[src/rtl/wb_dma_periph_req.sv]
// Hardware-handshake request generator for one wb_dma channel: turns peripheral FIFO level
// into chunked dma_req/ack handshakes, with next-descriptor reload and abort/restart.
module wb_dma_periph_req #(
  parameter int unsigned LW = 6
) (
  input  logic          clk_i,
  input  logic          rst_i,
  input  logic          start_i,
  input  logic [11:0]   total_i,
  input  logic [8:0]    chunk_i,
  input  logic          auto_nd_i,
  input  logic          abort_i,
  input  logic [LW-1:0] level_i,
  input  logic          dma_ack_i,
  output logic          dma_req_o,
  output logic          dma_nd_o,
  output logic          dma_rest_o,
  output logic          busy_o,
  output logic          done_o,
  output logic [11:0]   remain_o,
  output logic          err_o
);

  localparam int unsigned CW = (LW > 12) ? LW : 12;

  localparam logic [1:0] StIdle = 2'd0;
  localparam logic [1:0] StWait = 2'd1;
  localparam logic [1:0] StReq  = 2'd2;
  localparam logic [1:0] StGap  = 2'd3;

  logic [1:0]  state_q, state_d;
  logic [11:0] remain_q, remain_d;
  logic        req_q, req_d;
  logic        nd_q, nd_d;
  logic        rest_q, rest_d;
  logic        busy_q, busy_d;
  logic        done_q, done_d;
  logic        err_q, err_d;

  logic [11:0] chunk_eff;
  logic [11:0] sz;
  logic [CW-1:0] level_ext;
  logic [CW-1:0] sz_ext;

  always_comb begin
    chunk_eff = (chunk_i == 9'd0) ? 12'd1 : {3'b000, chunk_i};
    sz        = (chunk_eff < remain_q) ? chunk_eff : remain_q;
    level_ext = CW'(level_i);
    sz_ext    = CW'(sz);
  end

  always_comb begin
    state_d  = state_q;
    remain_d = remain_q;
    req_d    = req_q;
    nd_d     = 1'b0;
    rest_d   = 1'b0;
    done_d   = 1'b0;
    err_d    = err_q;

    // An ack with no request outstanding is a protocol violation and is otherwise ignored.
    if (dma_ack_i && !req_q) begin
      err_d = 1'b1;
    end

    if (abort_i && (state_q != StIdle)) begin
      state_d  = StIdle;
      remain_d = 12'd0;
      req_d    = 1'b0;
      rest_d   = 1'b1;
    end else begin
      case (state_q)
        StIdle: begin
          if (start_i && !busy_q) begin
            err_d = 1'b0;
            if (total_i != 12'd0) begin
              remain_d = total_i;
              state_d  = StWait;
            end else begin
              done_d = 1'b1;
            end
          end
        end
        StWait: begin
          if (level_ext >= sz_ext) begin
            req_d   = 1'b1;
            state_d = StReq;
          end
        end
        StReq: begin
          if (dma_ack_i) begin
            remain_d = (remain_q > sz) ? (remain_q - sz) : 12'd0;
            req_d    = 1'b0;
            state_d  = StGap;
          end
        end
        StGap: begin
          if (remain_q != 12'd0) begin
            state_d = StWait;
          end else if (auto_nd_i && (total_i != 12'd0)) begin
            nd_d     = 1'b1;
            remain_d = total_i;
            state_d  = StWait;
          end else begin
            done_d  = 1'b1;
            state_d = StIdle;
          end
        end
        default: state_d = StIdle;
      endcase
    end

    // busy rises with the first active state and falls one cycle after returning to idle.
    busy_d = (state_d != StIdle) || (state_q != StIdle);
  end

  always_ff @(posedge clk_i) begin
    if (rst_i) begin
      state_q  <= StIdle;
      remain_q <= 12'd0;
      req_q    <= 1'b0;
      nd_q     <= 1'b0;
      rest_q   <= 1'b0;
      busy_q   <= 1'b0;
      done_q   <= 1'b0;
      err_q    <= 1'b0;
    end else begin
      state_q  <= state_d;
      remain_q <= remain_d;
      req_q    <= req_d;
      nd_q     <= nd_d;
      rest_q   <= rest_d;
      busy_q   <= busy_d;
      done_q   <= done_d;
      err_q    <= err_d;
    end
  end

  assign dma_req_o  = req_q;
  assign dma_nd_o   = nd_q;
  assign dma_rest_o = rest_q;
  assign busy_o     = busy_q;
  assign done_o     = done_q;
  assign remain_o   = remain_q;
  assign err_o      = err_q;

endmodule

[config.mk]
export PLATFORM = sky130hd
export DESIGN_NAME = wb_dma_periph_req
export DESIGN_NICKNAME = d
export VERILOG_FILES = /design/src/rtl/wb_dma_periph_req.sv
export SDC_FILE = /design/constraint.sdc
export NUM_CORES = 1
export LEC_CHECK = 0
export BUFFER_PORTS_ARGS = -buffer_cell sky130_fd_sc_hd__buf_2
export CORE_ASPECT_RATIO = 0.6
export CORE_MARGIN = 10
export CORE_UTILIZATION = 49
export CTS_BUF_LIST = sky130_fd_sc_hd__clkbuf_16
export DETAILED_ROUTE_END_ITERATION = 10
export GPL_TIMING_DRIVEN = 0
export PLACE_DENSITY_LB_ADDON = 0.3
export SLEW_MARGIN = 40
export SYNTH_ARGS = -nofsm -noshare
export SYNTH_HDL_FRONTEND = slang
export SYNTH_SLANG_ARGS = --single-unit
export TNS_END_PERCENT = 1
[constraint.sdc]
create_clock -name clk_i -period 4.1 [get_ports clk_i]
set_clock_uncertainty 0.15 [all_clocks]
set_input_delay 0.205 -clock clk_i [delete_from_list [all_inputs] [get_ports clk_i]]
set_output_delay 0.205 -clock clk_i [all_outputs]
set_load 0.02 [all_outputs]
==> key figures <==
Outcome
  • Status: finished with violations
  • Failing checks: setup timing

Yosys
  • Cell area after synthesis: about 2100 sq um
  • YS warnings: 0
  • Synth Register Bits: 20
  • Synth Net Count: 330
  • EDFF count, synth: 0
  • Top FF cell, synth: dfxtp_1
  • Post-Syn Area per Cell: roughly 7.7 sq um
  • Cell variety after synth: 51
  • Mapped Cells: between 200 and 300
  • Seq/Total Area, Yosys: about a fifth
  • Post-synth ARST share: 0%

CTS
  • Clock sink total: 20
  • CTS Buf Count: 3
  • CTS root buf: clkbuf_16
  • Clk buf depth: 2
  • CTS tree: built
  • H-Tree Depth: 1
  • Clock transition at the registers of the reported paths: 0.05 ns
  • Clock latency on the worst-skew pair: 0.26 ns

Drt
  • Wire per inst: approximately 20 um
  • Total number of vias: 2579
  • Total routed wirelength: 8270 um
  • Detailed Routing Iterations Pass 1: 7
  • Initial drt markers: between 400 and 500
  • Drc violations: 0
  • Vias per cell: ~6.3
  • Post-route ant nets: 0

Pwr
  • Worst vdd ir: 0.000622 V
  • Clock Power Share: 7.0%
  • Final Power: 0.00288 W
  • Internal power: 0.00144 W
  • Power Density: approximately 970 nW/um^2
  • Total net switching power: 0.00145 W
  • Sw Ratio: approximately half
  • Combinational power share: between 80 and 90%
  • Leak pwr: approximately 1.3 nW
  • Flop pwr share: 12.9%

Cells and area
  • Proportion of layout cells with a drive suffix above 1: 38.0%
  • Final std cells w/o fill: 407
  • Nets: 410
  • Fill count: 294
  • N_diodes: 0
  • P&R area growth vs syn: 43.1%

Floorplanning
  • Starting Density: between 50% and 60%
  • Core box area: slightly above 4000 sq um
  • Ports: 51
  • Chip width: 104 um
  • Die H: 70.5 um
  • # rows: 18
  • Die ar.: 7340 sq um

Timing
  • Fmax: around 240 MHz
  • Final setup violation count: 5
  • Rel. slew slack: 53.8%
  • Final setup margin: -0.0630 ns
  • Hold Vio Cnt, Final: 0
  • Final Max Tran Viols: 0
  • Final Critical Period: 4.16 ns
  • Final Cycle Share: 102%
  • Unrepaired setup endpoints after global routing: yes
  • Slew @ Worst Pin: about 0.69 ns

Hold path
  • HP Start: rst_i
  • Worst Hold Class: input pin to flip-flop

Setup path
  • Reg2Reg Launch Point: remain_o[7]$_SDFFE_PP0P_
  • Crit-path max FO: 7
  • Critical Path Start: remain_o[7]$_SDFFE_PP0P_
  • Element type at the critical path end: flip-flop
  • Crit path launch type: flip-flop
  • CP Class: flip-flop to flip-flop
  • Worst path required time: a little over 4 ns
  • Worst EP arrival: about 4.1 ns

Placed design
  • I/O Buffers: 50
  • Cells after DPL: approximately 380
  • Dpl ws: -0.515 ns
  • Final RePlAce weighted congestion: about 0.9
  • Dpl hpwl: 5300 um

GRT
  • Vias in the first global route: around 2300
  • GR Overflow Total: 0
  • GRT Total Usage: 18.1%
  • Initial antenna violation count: 0
  • Largest net degree at the start of global routing: 11
  • First-pass GRT wire length: 11300 um

Run
  • MaxCap Viol Count: 0
## power by group through the flow
| stage | combinational (W) | clock, W | sequential (W) |
|---|---|---|---|
| 5_1_grt | 0.00246 | 0.000206 | 0.000381 |
| 2_1_floorplan | 0.00113 | 0 | 0.000396 |
| 4_1_cts | 0.00185 | 0.000203 | 0.000360 |
| 6_report | 0.00231 | 0.000202 | 0.000372 |
| 3_3_place_gp | 0.00153 | 0 | 0.000354 |
| 3_5_place_dp | 0.00156 | 0 | 0.000355 |
## synthesized netlist by cell type (2+ instances only)
| library cell | instances | share of area, % |
|---|---|---|
| ha_1 | 27 | 16 |
| inv_1 | 26 | 4.7 |
| dfxtp_1 | 20 | 19 |
| nand2_1 | 20 | 3.6 |
| a21oi_1 | 19 | 4.6 |
| o21ai_0 | 15 | 3.6 |
| clkbuf_1 | 12 | 2.2 |
| nor2_1 | 12 | 2.2 |
| nor3_1 | 10 | 2.4 |
| nand3_1 | 9 | 2.2 |
| mux2i_1 | 8 | 3.8 |
| a21o_1 | 7 | 2.5 |
| nand2b_1 | 6 | 1.8 |
| nand4_1 | 5 | 1.5 |
| o211ai_1 | 5 | 1.8 |
| xnor2_1 | 5 | 2.1 |
| a31oi_1 | 4 | 1.2 |
| a32oi_1 | 4 | 1.7 |
| nor4_1 | 4 | 1.2 |
| o21ai_1 | 4 | 0.96 |
| a221o_1 | 3 | 1.4 |
| a22oi_1 | 3 | 1.1 |
| and3_1 | 3 | 0.90 |
| nor2b_1 | 3 | 0.90 |
| o21bai_1 | 3 | 1.1 |
| a211o_1 | 2 | 0.84 |
| a21boi_0 | 2 | 0.72 |
| o21a_1 | 2 | 0.72 |
| o21ai_2 | 2 | 0.84 |
| o311a_1 | 2 | 0.96 |
| or3_1 | 2 | 0.60 |
## path summary, 6_finish.rpt
| check | slack, ns | cells after the start | to |
|---|---|---|---|
| max | -0.06 | 19 | remain_o[11]$_SDFFE_PP0P_ |
| min | 0.02 | 2 | dma_rest_o$_SDFF_PP0_ |
| max reg2reg | -0.06 | 19 | remain_o[11]$_SDFFE_PP0P_ |
| min reg2reg | 0.38 | 2 | err_o$_SDFF_PP0_ |
## critical path, stage by stage (launching register included)
cell       delay, ns
dfxtp_4         0.39
inv_4           0.04
ha_4            0.22
and3_4          0.19
a221o_1         0.40
a221o_1         0.41
o21ai_2         0.18
buf_6           0.20
nand2_4         0.06
o21ai_4         0.07
inv_2           0.09
ha_4            0.27
a21o_1          0.17
a21oi_2         0.05
a31oi_2         0.21
a41oi_2         0.24
buf_4           0.20
o211ai_1        0.19
a2bb2oi_1       0.18
o211ai_1        0.11
## cell families (layout without fill, tap and decap cells)
kind of cell    count (synthesis)  count (layout)  synth area share, %
mux                             8               8                 3.85
compound gates                 89              89                 30.3
buf+inv                        39             117                 7.40
fa+ha+maj                      29              29                 17.7
xor+xnor                        6               6                 2.53
simple gates                   78              78                 19.0
flops                          20              20                 19.2
## cell type report
class	instances	area (sq um)	area share, %
buffer	12	52.6	1.77
clock buffer	3	75.1	2.52
inverter	26	100	3.36
multi-input combinational	210	1800	60.4
sequential	20	415	14.0
tap	60	75.1	2.52
timing repair buffer	76	462	15.5
## layer usage
metal / part of all wire [%] / global-route usage (%) / vias up
li1: - / - / 1162
met1: 40 / 25.0 / 1150
met2: 42 / 26.9 / 212
met3: 12 / 5.49 / 55
met4: 5.1 / 3.84 / 0
met5: 0 / 0 / -
## cells in the final DEF (no fill, tap or decap), types with 9 or more instances in the layout
cell / n
clkbuf_1: 11
o21ai_0: 10
nor3_1: 9
buf_4: 24
nor2_1: 12
ha_1: 18
dfxtp_1: 14
buf_2: 50
nand2_1: 19
a21oi_1: 12
inv_1: 21
## per-stage QoR
stage / TNS [ns] / utilization [%] / hold WS [ns] / instance area [sq um]
global route: -1.63 / 72.6 / 0.0396 / 2980
detailed placement: -5.42 / 58.9 / 0.269 / 2410
global placement: -4.74 / 58.9 / 0.266 / 2410
floorplan: 0 / - / 0.127 / 2090
CTS: 0 / 65.8 / 0.00302 / 2700
finish: -0.204 / 72.6 / 0.0240 / 2980
## state kept, by name, summed over array words and instances (netlist names)
signal,count
remain_o,12
state_q,2
busy_o,1
dma_nd_o,1
dma_req_o,1
dma_rest_o,1
done_o,1
err_o,1
## repair_timing
| item | 4_1_cts | 5_1_grt |
|---|---|---|
| pin swaps | 14 | 24 |
| buffers inserted | 16 | 10 |
| setup endpoints to repair | 16 | 16 |
| resized for setup | 21 | 40 |
| hold buffers | 0 | 0 |
Note: power is estimated with default switching activity, not from simulation.
